==> src/rtl/router_pkg.sv <==
// Shared definitions for the router packet source: FSM encoding, header layout
// and destination/length limits.
package router_pkg;

   typedef enum logic [2:0] {
      ST_IDLE    = 3'd0,
      ST_HEADER  = 3'd1,
      ST_PAYLOAD = 3'd2,
      ST_PARITY  = 3'd3,
      ST_DROP    = 3'd4,
      ST_GAP     = 3'd5
   } tx_state_t;

   localparam logic [1:0] ADDR_ILLEGAL = 2'b11;
   localparam int         MAX_LEN      = 63;

   // Header byte: length in [7:2], destination in [1:0].
   function automatic logic [7:0] make_header(input logic [5:0] len,
                                              input logic [1:0] addr);
      return {len, addr};
   endfunction

endpackage

==> src/rtl/router_tx_fifo.sv <==
// First-word-fall-through synchronous FIFO holding payload bytes until a
// whole packet is available.
module router_tx_fifo #(
   parameter int DEPTH  = 64,
   parameter int DATA_W = 8
) (
   input  logic                     clock,
   input  logic                     resetn,
   input  logic                     push,
   input  logic [DATA_W-1:0]        push_data,
   input  logic                     pop,
   output logic [DATA_W-1:0]        pop_data,
   output logic [$clog2(DEPTH):0]   count,
   output logic                     full,
   output logic                     empty
);

   localparam int AW = $clog2(DEPTH);
   localparam int CW = AW + 1;

   logic [DATA_W-1:0] mem [DEPTH];
   logic [AW-1:0]     wr_ptr;
   logic [AW-1:0]     rd_ptr;
   logic              do_push;
   logic              do_pop;

   assign full     = (count == CW'(DEPTH));
   assign empty    = (count == '0);
   assign do_push  = push && !full;
   assign do_pop   = pop && !empty;
   assign pop_data = mem[rd_ptr];

   always_ff @(posedge clock) begin
      if (!resetn) begin
         wr_ptr <= '0;
         rd_ptr <= '0;
         count  <= '0;
      end else begin
         if (do_push) wr_ptr <= wr_ptr + 1'b1;
         if (do_pop)  rd_ptr <= rd_ptr + 1'b1;
         count <= count + CW'(do_push) - CW'(do_pop);
      end
   end

   always_ff @(posedge clock) begin
      if (resetn && do_push) mem[wr_ptr] <= push_data;
   end

endmodule

==> src/rtl/router_pkt_tx.sv <==
// Packet source for the router input port: buffers payload, then emits
// header, payload and parity while honouring busy, with a busy-timeout abort.
module router_pkt_tx
   import router_pkg::*;
#(
   parameter int DEPTH        = 64,
   parameter int BUSY_TIMEOUT = 64,
   parameter int GAP_CYCLES   = 2
) (
   input  logic                   clock,
   input  logic                   resetn,
   input  logic [7:0]             pl_data,
   input  logic                   pl_valid,
   output logic                   pl_ready,
   input  logic                   start,
   input  logic [1:0]             dest_addr,
   input  logic [5:0]             payload_len,
   output logic                   tx_ready,
   input  logic                   busy,
   output logic                   pkt_valid,
   output logic [7:0]             data_out,
   output logic                   tx_done,
   output logic                   tx_abort,
   output logic                   req_err,
   output logic [$clog2(DEPTH):0] fifo_count
);

   localparam int CW = $clog2(DEPTH) + 1;
   localparam int BW = $clog2(BUSY_TIMEOUT + 1);
   localparam int GW = $clog2(GAP_CYCLES + 1);

   tx_state_t   state, state_d;
   logic [5:0]  len_q, len_d;
   logic [5:0]  remaining_q, remaining_d;
   logic [5:0]  drop_q, drop_d;
   logic [7:0]  parity_q, parity_d;
   logic [BW-1:0] busy_cnt_q, busy_cnt_d;
   logic [GW-1:0] gap_q, gap_d;
   logic [7:0]  data_d;
   logic        pv_d, done_d, abort_d, err_d;
   logic        fifo_pop, fifo_full, fifo_empty;
   logic [7:0]  fifo_rd;
   logic [7:0]  hdr;
   logic        start_ok;
   logic        timeout;
   logic        sending;

   router_tx_fifo #(.DEPTH(DEPTH), .DATA_W(8)) u_fifo (
      .clock     (clock),
      .resetn    (resetn),
      .push      (pl_valid),
      .push_data (pl_data),
      .pop       (fifo_pop),
      .pop_data  (fifo_rd),
      .count     (fifo_count),
      .full      (fifo_full),
      .empty     (fifo_empty)
   );

   assign pl_ready = !fifo_full;
   assign tx_ready = (state == ST_IDLE);
   assign hdr      = make_header(payload_len, dest_addr);
   assign sending  = (state == ST_HEADER) || (state == ST_PAYLOAD) || (state == ST_PARITY);
   assign timeout  = sending && busy && (busy_cnt_q == BW'(BUSY_TIMEOUT - 1));

   // Launch only when the whole payload is already buffered.
   assign start_ok = (payload_len != '0) && (int'(payload_len) <= MAX_LEN) &&
                     (dest_addr != ADDR_ILLEGAL) && (CW'(payload_len) <= fifo_count);

   always_ff @(posedge clock) begin
      if (!resetn) state <= ST_IDLE;
      else         state <= state_d;
   end

   always_comb begin
      state_d = state;
      case (state)
         ST_IDLE:    if (start && start_ok) state_d = ST_HEADER;
         ST_HEADER: begin
            if (timeout)    state_d = ST_DROP;
            else if (!busy) state_d = ST_PAYLOAD;
         end
         ST_PAYLOAD: begin
            if (timeout)                            state_d = (remaining_q > 6'd1) ? ST_DROP : ST_GAP;
            else if (!busy && remaining_q <= 6'd1) state_d = ST_PARITY;
         end
         ST_PARITY:  if (timeout || !busy) state_d = ST_GAP;
         ST_DROP:    if (drop_q <= 6'd1) state_d = ST_GAP;
         ST_GAP:     if (gap_q == GW'(GAP_CYCLES - 1)) state_d = ST_IDLE;
         default:    state_d = ST_IDLE;
      endcase
   end

   always_comb begin
      fifo_pop    = 1'b0;
      data_d      = data_out;
      pv_d        = pkt_valid;
      done_d      = 1'b0;
      abort_d     = 1'b0;
      err_d       = 1'b0;
      parity_d    = parity_q;
      remaining_d = remaining_q;
      drop_d      = drop_q;
      len_d       = len_q;
      busy_cnt_d  = busy_cnt_q;
      gap_d       = '0;
      case (state)
         ST_IDLE: begin
            data_d = '0;
            pv_d   = 1'b0;
            if (start) begin
               if (start_ok) begin
                  data_d     = hdr;
                  pv_d       = 1'b1;
                  parity_d   = hdr;
                  len_d      = payload_len;
                  busy_cnt_d = '0;
               end else begin
                  err_d = 1'b1;
               end
            end
         end
         ST_HEADER, ST_PAYLOAD, ST_PARITY: begin
            if (busy) begin
               if (timeout) begin
                  abort_d    = 1'b1;
                  pv_d       = 1'b0;
                  data_d     = '0;
                  busy_cnt_d = '0;
                  // The byte on data_out in PAYLOAD was already popped.
                  drop_d     = (state == ST_HEADER) ? len_q : remaining_q - 6'd1;
               end else begin
                  busy_cnt_d = busy_cnt_q + 1'b1;
               end
            end else begin
               busy_cnt_d = '0;
               if (state == ST_HEADER) begin
                  fifo_pop    = 1'b1;
                  data_d      = fifo_rd;
                  remaining_d = len_q;
               end else if (state == ST_PAYLOAD) begin
                  parity_d = parity_q ^ data_out;
                  if (remaining_q > 6'd1) begin
                     fifo_pop    = 1'b1;
                     data_d      = fifo_rd;
                     remaining_d = remaining_q - 6'd1;
                  end else begin
                     data_d      = parity_q ^ data_out;
                     pv_d        = 1'b0;
                     remaining_d = '0;
                  end
               end else begin
                  done_d = 1'b1;
                  data_d = '0;
               end
            end
         end
         ST_DROP: begin
            fifo_pop = !fifo_empty;
            drop_d   = drop_q - 6'd1;
            data_d   = '0;
            pv_d     = 1'b0;
         end
         ST_GAP: begin
            data_d = '0;
            pv_d   = 1'b0;
            gap_d  = gap_q + 1'b1;
         end
         default: begin
            data_d = '0;
            pv_d   = 1'b0;
         end
      endcase
   end

   always_ff @(posedge clock) begin
      if (!resetn) begin
         pkt_valid   <= 1'b0;
         data_out    <= '0;
         tx_done     <= 1'b0;
         tx_abort    <= 1'b0;
         req_err     <= 1'b0;
         remaining_q <= '0;
         drop_q      <= '0;
         busy_cnt_q  <= '0;
         gap_q       <= '0;
      end else begin
         pkt_valid   <= pv_d;
         data_out    <= data_d;
         tx_done     <= done_d;
         tx_abort    <= abort_d;
         req_err     <= err_d;
         remaining_q <= remaining_d;
         drop_q      <= drop_d;
         busy_cnt_q  <= busy_cnt_d;
         gap_q       <= gap_d;
      end
   end

   always_ff @(posedge clock) begin
      parity_q <= parity_d;
      len_q    <= len_d;
   end

endmodule

==> config.mk <==
export PLATFORM = sky130hd
export DESIGN_NAME = router_pkt_tx
export DESIGN_NICKNAME = d
export VERILOG_FILES = /design/src/rtl/router_pkg.sv /design/src/rtl/router_tx_fifo.sv /design/src/rtl/router_pkt_tx.sv
export SDC_FILE = /design/constraint.sdc
export NUM_CORES = 1
export LEC_CHECK = 0
export ABC_AREA = 1
export BUFFER_PORTS_ARGS = -buffer_cell sky130_fd_sc_hd__clkbuf_2
export CORE_MARGIN = 2
export CORE_UTILIZATION = 45
export CTS_CLUSTER_SIZE = 10
export DETAILED_ROUTE_END_ITERATION = 8
export PLACE_DENSITY_LB_ADDON = 0.2
export SLEW_MARGIN = 20
export SYNTH_ARGS = -nofsm -noshare
export SYNTH_HDL_FRONTEND = slang
export SYNTH_SLANG_ARGS = --single-unit
==> constraint.sdc <==
create_clock -name clock -period 3.9 [get_ports clock]
set_input_delay 0.39 -clock clock [delete_from_list [all_inputs] [get_ports clock]]
set_output_delay 0.39 -clock clock [all_outputs]
set_load 0.05 [all_outputs]
Word level (Yosys, flattened, before mapping)
Memory sizes are Yosys's and may differ from the RTL's. A register that Yosys moved wholly into a read port is not among the register bits.
Cells that the tools add are included.
{ "word_totals": {"register_bits": 69, "ramBits": 512, "out_inout_bits": 21, "n_memories": 1} }
{ "memory_table": {"columns": ["memory", "words", "width", "rd", "rd_clocked_by_memory_dff", "wr", "line_no", "rtl"], "rows": [
  ["u_fifo.mem", 64, 8, 1, 1, 1, "router_tx_fifo.sv:21", "logic [DATA_W-1:0] mem [DEPTH];"]
]} }
{ "classes": {"n_addsub": 8, "magnitude_cmp": 4, "eq_ne": 26, "n_mux": 56, "n_bitwise": 4, "reduce_logical": 33} }
{ "ops": {"columns": ["op", "count"], "rows": [
  ["$mux 8", 12],
  ["$mux 6", 8],
  ["$pmux 8 s2", 2],
  ["$mux 7", 4],
  ["$mux 3", 8],
  ["$ne 2x2->1 const B", 9],
  ["$pmux 3 s6", 1],
  ["$reduce_and 3->1", 6],
  ["$mux 1", 17],
  ["$ne 3x3->1 const B", 5],
  ["$pmux 7 s2", 1],
  ["$add 6x1->6 const B", 2],
  ["$le 6x1->1 const B", 2],
  ["$pmux 6 s2", 1],
  ["$reduce_and 6->1", 2],
  ["$sub 6x1->6 const B", 2],
  ["$logic_and 1x1->1", 9],
  ["$xor 8x8->8", 1],
  ["$add 7x1->7", 1],
  ["$add 7x1->7 const B", 1],
  ["$eq 7x6->1 const B", 1],
  ["$eq 7x7->1 const B", 1],
  ["$le 6x7->1", 1],
  ["$logic_not 7->1", 1],
  ["20 further kinds", 33]
]} }

Depth between registers and ports, before layout
Gate-level depths: netlist of run 1.
{ "depth": {"word_depth": 9, "mapped_depth": 22} }

By module
A second synthesis of run 1 with hierarchy kept.
{ "unflattened": {"cells_unflattened": 2353, "hier_area_um2": 25215.4} }
{ "by_module_without_submodules": {"columns": ["module", "n_inst", "cells_each", "area_each_um2", "seq_area_each_um2"], "rows": [
  ["router_tx_fifo", 1, 1941, 22200.0, 15875.2],
  ["router_pkt_tx", 1, 412, 3015.4, 1141.1]
]} }

Worst setup path after synthesis of run 1
No wires, ideal clock.
{ "synth_timing": {"path_type": "register to register", "start": "register u_fifo.count[2]", "end": "register u_fifo.count[6]", "t_arrival_ps": 3208, "required_time_ps": 3830, "slack_ps": 622, "path_stages_with_launch": 20, "n_path_buf": 0, "synth_period_minus_slack_ps": 3278, "path_cell_list": "dfxtp_1 inv_1 ha_1 nand2_1 nor2_1 nand3_1 nand2_1 inv_1 ha_1 inv_1 fa_1 inv_1 a21oi_1 nor2_1 nor2_1 nor2_1 nor2_1 o21bai_1 o21ai_0 a21oi_1"} }
{ "synth_between": {"elab_chain_cells": 5, "word_cells_on_any_way": 9, "cone_classes": "add/sub: 2; eq/ne: 1; mux: 1; reduce/logical: 5"} }
{ "synth_rtl": {"columns": ["element", "line_no", "rtl"], "rows": [
  ["start, declared", "router_tx_fifo.sv:13", "output logic [$clog2(DEPTH):0] count,"],
  ["start signal, assigned", "router_tx_fifo.sv:41", "count <= count + CW'(do_push) - CW'(do_pop);"],
  ["$eq 7x7->1", "router_tx_fifo.sv:27", "assign full = (count == CW'(DEPTH));"],
  ["$logic_not 1->1", null, null],
  ["named net pl_ready", "router_pkt_tx.sv:14", "output logic pl_ready,"],
  ["$logic_and 1x1->1", "router_tx_fifo.sv:29", "assign do_push = push && !full;"],
  ["named net u_fifo.do_push", "router_tx_fifo.sv:24", "logic do_push;"],
  ["$add 7x1->7", "router_tx_fifo.sv:41", null],
  ["$sub 7x1->7", "router_tx_fifo.sv:41", null]
]} }
The timed path passes the listed nets, and every way through them passes these cells.
A chain may end at the register's enable or synchronous reset.

Worst setup path in the final report of run 1
{ "layout_timing": {"start": "register remaining_q[0]", "end": "register u_fifo.count[6]"} }
{ "layout_between": {"elab_chain_cells": 8} }
{ "layout_rtl": {"columns": ["element", "line_no", "rtl"], "rows": [
  ["start, declared", "router_pkt_tx.sv:34", "logic [5:0] remaining_q, remaining_d;"],
  ["start signal, assigned", "router_pkt_tx.sv:193", "remaining_q <= remaining_d;"],
  ["$gt 6x1->1", "router_pkt_tx.sv:143", "if (remaining_q > 6'd1) begin"],
  ["$mux 1", "router_pkt_tx.sv:143", null],
  ["$mux 1", "router_pkt_tx.sv:141", "end else if (state == ST_PAYLOAD) begin"],
  ["$mux 1", "router_pkt_tx.sv:137", "if (state == ST_HEADER) begin"],
  ["$mux 1", "router_pkt_tx.sv:124", "if (busy) begin"],
  ["$pmux 1 s2", "router_pkt_tx.sv:107", "case (state)"],
  ["$logic_and 1x1->1", "router_tx_fifo.sv:30", "assign do_pop = pop && !empty;"],
  ["$sub 7x1->7", "router_tx_fifo.sv:41", null]
]} }
Every way passes these cells.

==> results of run 1 <==
==> worst min path at each step <==
stage / startpoint / endpoint / slack [ns] / cells after the start
after CTS: payload_len[0] / len_q[0] / 0.06 / 1
final: payload_len[0] / len_q[0] / 0.09 / 1
after detailed placement: gap_q[0] / gap_q[0] / 0.41 / 1
after global placement: gap_q[0] / gap_q[0] / 0.41 / 1
after global routing: payload_len[0] / len_q[0] / 0.08 / 1
after floorplan: gap_q[0] / gap_q[0] / 0.40 / 1
==> per-layer routing <==
layer / up-vias / share of wire, %
li1: 8170 / -
met1: 8480 / 43
met2: 664 / 47
met3: 102 / 7.7
met4: 0 / 2.3
met5: - / 0
==> area by class of cell <==
cell class	count	area (um^2)	share of cell area [%]
clock buffers	89	1830	6.53
clock inverters	7	58.8	0.210
inverters	84	328	1.17
multi-input cells	1506	6920	24.7
flip-flops and latches	587	17000	60.7
well taps	748	936	3.34
repair buffers	131	956	3.41
==> power by group through the flow <==
stage               clock network, W  registers, W  logic [W]
floorplan                          0       0.00750    0.00365
global placement                   0       0.00749    0.00501
detailed placement                 0       0.00750    0.00504
CTS                          0.00575       0.00737    0.00506
global route                 0.00599       0.00740    0.00564
finish                       0.00564       0.00737    0.00509
==> cell usage after synthesis (5+ instances only) <==
cell type  instances
ha_1              23
buf_2             60
buf_6             25
dfxtp_1           61
a31oi_1           10
nor2_1           130
nand3_1          510
inv_1             73
buf_1             11
clkbuf_1          17
nand2_1          682
edfxtp_1         526
inv_2              7
or2_2              5
o21ai_1            9
nand4_1           15
buf_4             10
a21oi_1           33
xor2_1            10
nor3_1             9
o21ai_0           36
==> kinds of logic after synthesis <==
logic type | count (synthesis) | synth area share [%]
AO/OA/AOI/OAI | 102 | 2.32
AND/OR/NAND/NOR | 1369 | 23.7
flip-flops | 587 | 68.0
XOR/XNOR | 11 | 0.385
buffers and inverters | 208 | 4.39
adder cells (fa/ha/maj) | 24 | 1.23
==> through the flow <==
step	util (%)	total power, W	hold WS (ns)	cells
finish	50.9	0.0181	0.0916	3152
global placement	47.5	0.0125	0.406	3056
floorplan	-	0.0111	0.397	2301
CTS	50.9	0.0182	0.0557	3152
detailed placement	47.5	0.0125	0.410	3056
global route	50.9	0.0190	0.0771	3152
==> state kept, by name, indices dropped and copies added, names as in the netlist, 7 cells and up, named ones only <==
register and count:
busy_cnt_q 7, data_out 8, parity_q 8, u_fifo.count 7, u_fifo.mem 512
==> worst max-delay path, cell delays in order, from the launching register on <==
cell and delay, ns:
dfxtp_1 0.37, inv_1 0.10, ha_1 0.26, or2_0 0.24
nand4_1 0.11, nand3_1 0.10, o211ai_2 0.10, nand2_1 0.17
inv_1 0.19, ha_1 0.26, inv_1 0.05, ha_1 0.13
inv_1 0.06, fa_1 0.38, inv_1 0.10, a21oi_1 0.07
nor2_1 0.13, nor2_1 0.05, nor2_1 0.12, nor2_1 0.06
o21bai_1 0.15, o21ai_0 0.10, a21oi_1 0.13
==> flow_metrics.env, run 1 <==
export IMPL_fin_crit_ns=3.50
export IMPL_drt_iter0_markers=1796
export IMPL_diodes=0
export IMPL_maxCapViolCount=0
export IMPL_core_um2=55100
export IMPL_power_density_nw_per_um2=645
export IMPL_syn_inst=2301
export IMPL_initial_utilization_pct=45.4
export IMPL_status="finished, final reports clean"
export IMPL_slew_headroom_pct=27.6
export IMPL_ys_ff_latch=587
export IMPL_intPower_w=0.0118
export IMPL_viasPerCell=5.53
export IMPL_rsz0062_at_grt="no"
export IMPL_postCtsSetupBuffers=0
export IMPL_synth_top_flop_cell="edfxtp_1"
export IMPL_hold_buffers=0
export IMPL_first_global_vias=16500
export IMPL_synth_nets=2346
export IMPL_hold_viol=0
export IMPL_drcViolationCount=0
export IMPL_fillCellCount=4982
export IMPL_synth_edf_count=526
export IMPL_dp_hpwl_mm=39.8
export IMPL_seq_area_frac_synth_pct=68.0
export IMPL_grt_max_degree=164
export IMPL_met3_usage_pct=3.64
export IMPL_buffer_ports_inserted=41
export IMPL_die_width_um=240
export IMPL_finalSetupViolCount=0
export IMPL_ant_nets=0
export IMPL_cts_tree="yes"
export IMPL_worst_setup_path_type="flip-flop to flip-flop"
export IMPL_comb_power_share_pct=28.1
export IMPL_clk_latency_ns=0.60
export IMPL_cts_repair_resized=0
export IMPL_cts_buffers=69
export IMPL_layout_common_cells="nand2_1 (682), edfxtp_1 (526), nand3_1 (510)"
export IMPL_tns_ns=0
export IMPL_ir_drop_mv=0.483
export IMPL_use_met2_pct=36.8
export IMPL_wl_per_cell_um=20.9
export IMPL_r2r_start="remaining_q[0]"
export IMPL_drv_slew=0
export IMPL_fmax_mhz=286
export IMPL_cts_root_buffer="clkbuf_16"
export IMPL_place_ws_ns=0.400
export IMPL_ctsLongestPathBuffers=3
export IMPL_mostFrequentLayoutCell="nand2_1"
export IMPL_setup_worst_path_start="remaining_q[0]"
export IMPL_antenna_found_initial=0
export IMPL_first_pass_iters=5
export IMPL_track_usage_pct=23.2
export IMPL_cp_required_ns=4.43
export IMPL_hp_class="input port to flip-flop"
export IMPL_overflow=0
export IMPL_p_sw_w=0.00632
export IMPL_use_met1_pct=32.8
export IMPL_syn_avg_cell_area_um2=10.9
export IMPL_endpoint_kind="flip-flop"
export IMPL_cts_sinks=587
export IMPL_wirelength_mm=65.7
export IMPL_path_max_fanout=6
export IMPL_async_flop_share_pct=0
export IMPL_swShare_pct=34.9
export IMPL_seqPwrFrac_pct=40.7
export IMPL_grt_busiest_layer="met2"
export IMPL_num_io_pins=42
export IMPL_synth_area_leaders="edfxtp_1 (63%), nand2_1 (10%), nand3_1 (10%), dfxtp_1 (4.9%), nor2_1 (1.9%)"
export IMPL_area_delta_synth_final_pct=12.1
export IMPL_leakage_nw=10.3
export IMPL_skew_ns=0.0215
export IMPL_rows=86
export IMPL_stdcell_area_um2=28100
export IMPL_worstReg2RegEnd="u_fifo.count[6]"
export IMPL_yosys_area_top_type="edfxtp_1"
export IMPL_die_h_um=240
export IMPL_synth_top_area_share_pct=63.1
export IMPL_finalCritPeriodShare_pct=89.7
export IMPL_nNetsFinal=2424
export IMPL_rrSetupSlack_ns=0.40
export IMPL_setup_ws_ns=0.403
export IMPL_grt_first_pass_wirelength_mm=100
export IMPL_crit_end="u_fifo.count[6]"
export IMPL_yosys_warnings=0
export IMPL_drive_gt1_share_pct=9.94
export IMPL_cts_htree_levels=3
export IMPL_clk_pin_slew_ns=0.06
export IMPL_globalplace_congestion=0.877
export IMPL_ys_types=48
export IMPL_worstPathArrival_ns=4.03
export IMPL_vias=17400
export IMPL_start_kind="flip-flop"
export IMPL_r2r_cells=22
export IMPL_clkPwrFrac_pct=31.1
export IMPL_fp_dieArea_um2=57500
export IMPL_tightest_slew_ns=1.09
export IMPL_dpl_cell_area_um2=26200
export IMPL_netlist_area_um2=25000
Note: power is estimated with default switching activity, not from simulation.
==> run 2, diff against run 1 <==
==> constraint.sdc (replaced) <==
create_clock -name clock -period 3.9 [get_ports clock]
set_input_delay 0.39 -clock clock [delete_from_list [all_inputs] [get_ports clock]]
set_output_delay 0.39 -clock clock [all_outputs]
set_load 0.1 [all_outputs]
==> run 2 against run 1 <==
  * Cell area barely moved
  * Worst setup slack got worse by 0.078 ns
  * Highest routed layer unchanged
  * Critical path depth did not move
  * Utilization barely moved
  * Worst hold slack got worse by 0.013 ns
  * Register-to-register slack got worse by 0.08 ns
  * Clock skew fell by 0.0028 ns
==> flow_metrics.env, run 2 (synthesis results as in run 1) <==
export IMPL_wirelength_mm=63.7
export IMPL_cts_repair_resized=0
export IMPL_worstPathArrival_ns=4.10
export IMPL_diodes=0
export IMPL_buffer_ports_inserted=41
export IMPL_top_regs="u_fifo.mem (512), data_out (8), parity_q (8)"
export IMPL_r2r_start="remaining_q[0]"
export IMPL_rsz0062_at_grt="no"
export IMPL_cts_tree="yes"
export IMPL_rrSetupSlack_ns=0.32
export IMPL_power_density_nw_per_um2=655
export IMPL_regMostFlops="u_fifo.mem"
export IMPL_grt_first_pass_wirelength_mm=97.6
export IMPL_track_usage_pct=22.4
export IMPL_fin_crit_ns=3.58
export IMPL_tns_ns=0
export IMPL_clk_pin_slew_ns=0.06
export IMPL_num_io_pins=42
export IMPL_postLayoutCoreUtil_pct=51.0
export IMPL_layout_common_cells="nand2_1 (682), edfxtp_1 (526), nand3_1 (509)"
export IMPL_dp_hpwl_mm=37.8
export IMPL_cts_htree_levels=3
export IMPL_drcViolationCount=0
export IMPL_area_delta_synth_final_pct=12.1
export IMPL_hold_buffers=0
export IMPL_fp_dieArea_um2=57500
export IMPL_first_global_vias=16400
export IMPL_slew_headroom_pct=28.6
export IMPL_die_width_um=240
export IMPL_mostFrequentLayoutCell="nand2_1"
export IMPL_worst_setup_path_type="flip-flop to flip-flop"
export IMPL_cp_required_ns=4.42
export IMPL_antenna_found_initial=0
export IMPL_core_um2=55100
export IMPL_overflow=0
export IMPL_r2r_cells=22
export IMPL_rows=86
export IMPL_wl_per_cell_um=20.3
export IMPL_ir_drop_mv=0.650
export IMPL_leakage_nw=10.3
export IMPL_hold_viol=0
export IMPL_finalSetupViolCount=0
export IMPL_ant_nets=0
export IMPL_worstReg2RegEnd="u_fifo.count[6]"
export IMPL_start_kind="flip-flop"
export IMPL_path_max_fanout=6
export IMPL_status="finished, final reports clean"
export IMPL_globalplace_congestion=0.843
export IMPL_vias=17200
export IMPL_finalCritPeriodShare_pct=91.7
export IMPL_fmax_mhz=280
export IMPL_ctsLongestPathBuffers=3
export IMPL_crit_end="u_fifo.count[6]"
export IMPL_tightest_slew_ns=1.07
export IMPL_grt_max_degree=257
export IMPL_nNetsFinal=2420
export IMPL_cts_buffers=70
export IMPL_postCtsSetupBuffers=0
export IMPL_skew_ns=0.0187
export IMPL_largest_reg_flops=512
export IMPL_drive_gt1_share_pct=9.80
export IMPL_maxCapViolCount=0
export IMPL_setup_worst_path_start="remaining_q[0]"
export IMPL_cts_root_buffer="clkbuf_16"
export IMPL_cts_sinks=587
export IMPL_clk_latency_ns=0.60
export IMPL_first_pass_iters=5
export IMPL_viasPerCell=5.46
export IMPL_initial_utilization_pct=45.4
export IMPL_hp_class="input port to flip-flop"
export IMPL_die_h_um=240
export IMPL_endpoint_kind="flip-flop"
export IMPL_drt_iter0_markers=1575
export IMPL_drv_slew=0
-- run 2: cell count changes in the layout (fill, tap and decap cells not counted) --
| cell | before | now |
|---|---|---|
| clkbuf_16 | 70 | 72 |
| inv_1 | 71 | 72 |
| nand3_1 | 510 | 509 |
| clkbuf_8 | 1 | 0 |
| clkbuf_1 | 18 | 17 |
| buf_16 | 0 | 1 |
| buf_4 | 84 | 78 |
| inv_2 | 8 | 7 |
| nand3_2 | 1 | 2 |
-- run 2: worst min path at each step --
stage	startpoint	end	slack, ns	depth (start not counted)
4_1_cts	payload_len[0]	len_q[0]	0.05	1
3_3_place_gp	gap_q[0]	gap_q[0]	0.41	1
5_1_grt	payload_len[0]	len_q[0]	0.06	1
3_5_place_dp	gap_q[0]	gap_q[0]	0.42	1
2_1_floorplan	gap_q[0]	gap_q[0]	0.40	1
6_report	payload_len[0]	len_q[0]	0.08	1
-- run 2: through the flow --
step / hold slack, ns / power (W) / std cells / cell area, um^2 / setup WS, ns
floorplan: 0.397 / 0.0114 / 2301 / 25000 / 0.196
global placement: 0.406 / 0.0127 / 3050 / 26100 / 0.404
detailed placement: 0.423 / 0.0127 / 3050 / 26100 / 0.382
CTS: 0.0490 / 0.0185 / 3146 / 28000 / 0.348
global route: 0.0632 / 0.0193 / 3147 / 28100 / 0.0334
finish: 0.0783 / 0.0184 / 3147 / 28100 / 0.325
-- run 2: critical path, cell delays in order (launching register included) --
cell      delay [ns]
dfxtp_1         0.36
inv_1           0.10
ha_1            0.27
or2_0           0.24
nand4_1         0.13
nand3_1         0.12
o211ai_2        0.10
nand2_1         0.17
inv_1           0.18
ha_1            0.25
inv_1           0.05
ha_1            0.13
inv_1           0.07
fa_1            0.39
inv_1           0.10
a21oi_1         0.07
nor2_1          0.12
nor2_1          0.05
nor2_1          0.12
nor2_1          0.06
o21bai_1        0.16
o21ai_0         0.10
a21oi_1         0.15
-- run 2: area by class of cell --
type / instances / area (um^2)
Clock buffer: 89 / 1870
Clock inverter: 7 / 58.8
Fill cell: 4927 / 27000
Inverter: 84 / 328
Multi-Input combinational cell: 1506 / 6920
Sequential cell: 587 / 17000
Tap cell: 748 / 936
Timing Repair Buffer: 126 / 938
-- run 2: routing by layer --
metal	up-vias	global-route usage [%]	wire length [um]
met4	0	8.15	1890
met1	8351	31.2	28100
met2	554	35.7	30100
met3	123	3.35	3630
met5	-	0	0
li1	8158	-	-
-- run 2: power breakdown --
part / internal, W / switching (W)
sequential: 0.00708 / 0.000154
clock: 0.00333 / 0.00241
combinational: 0.00145 / 0.00395
total: 0.0119 / 0.00652
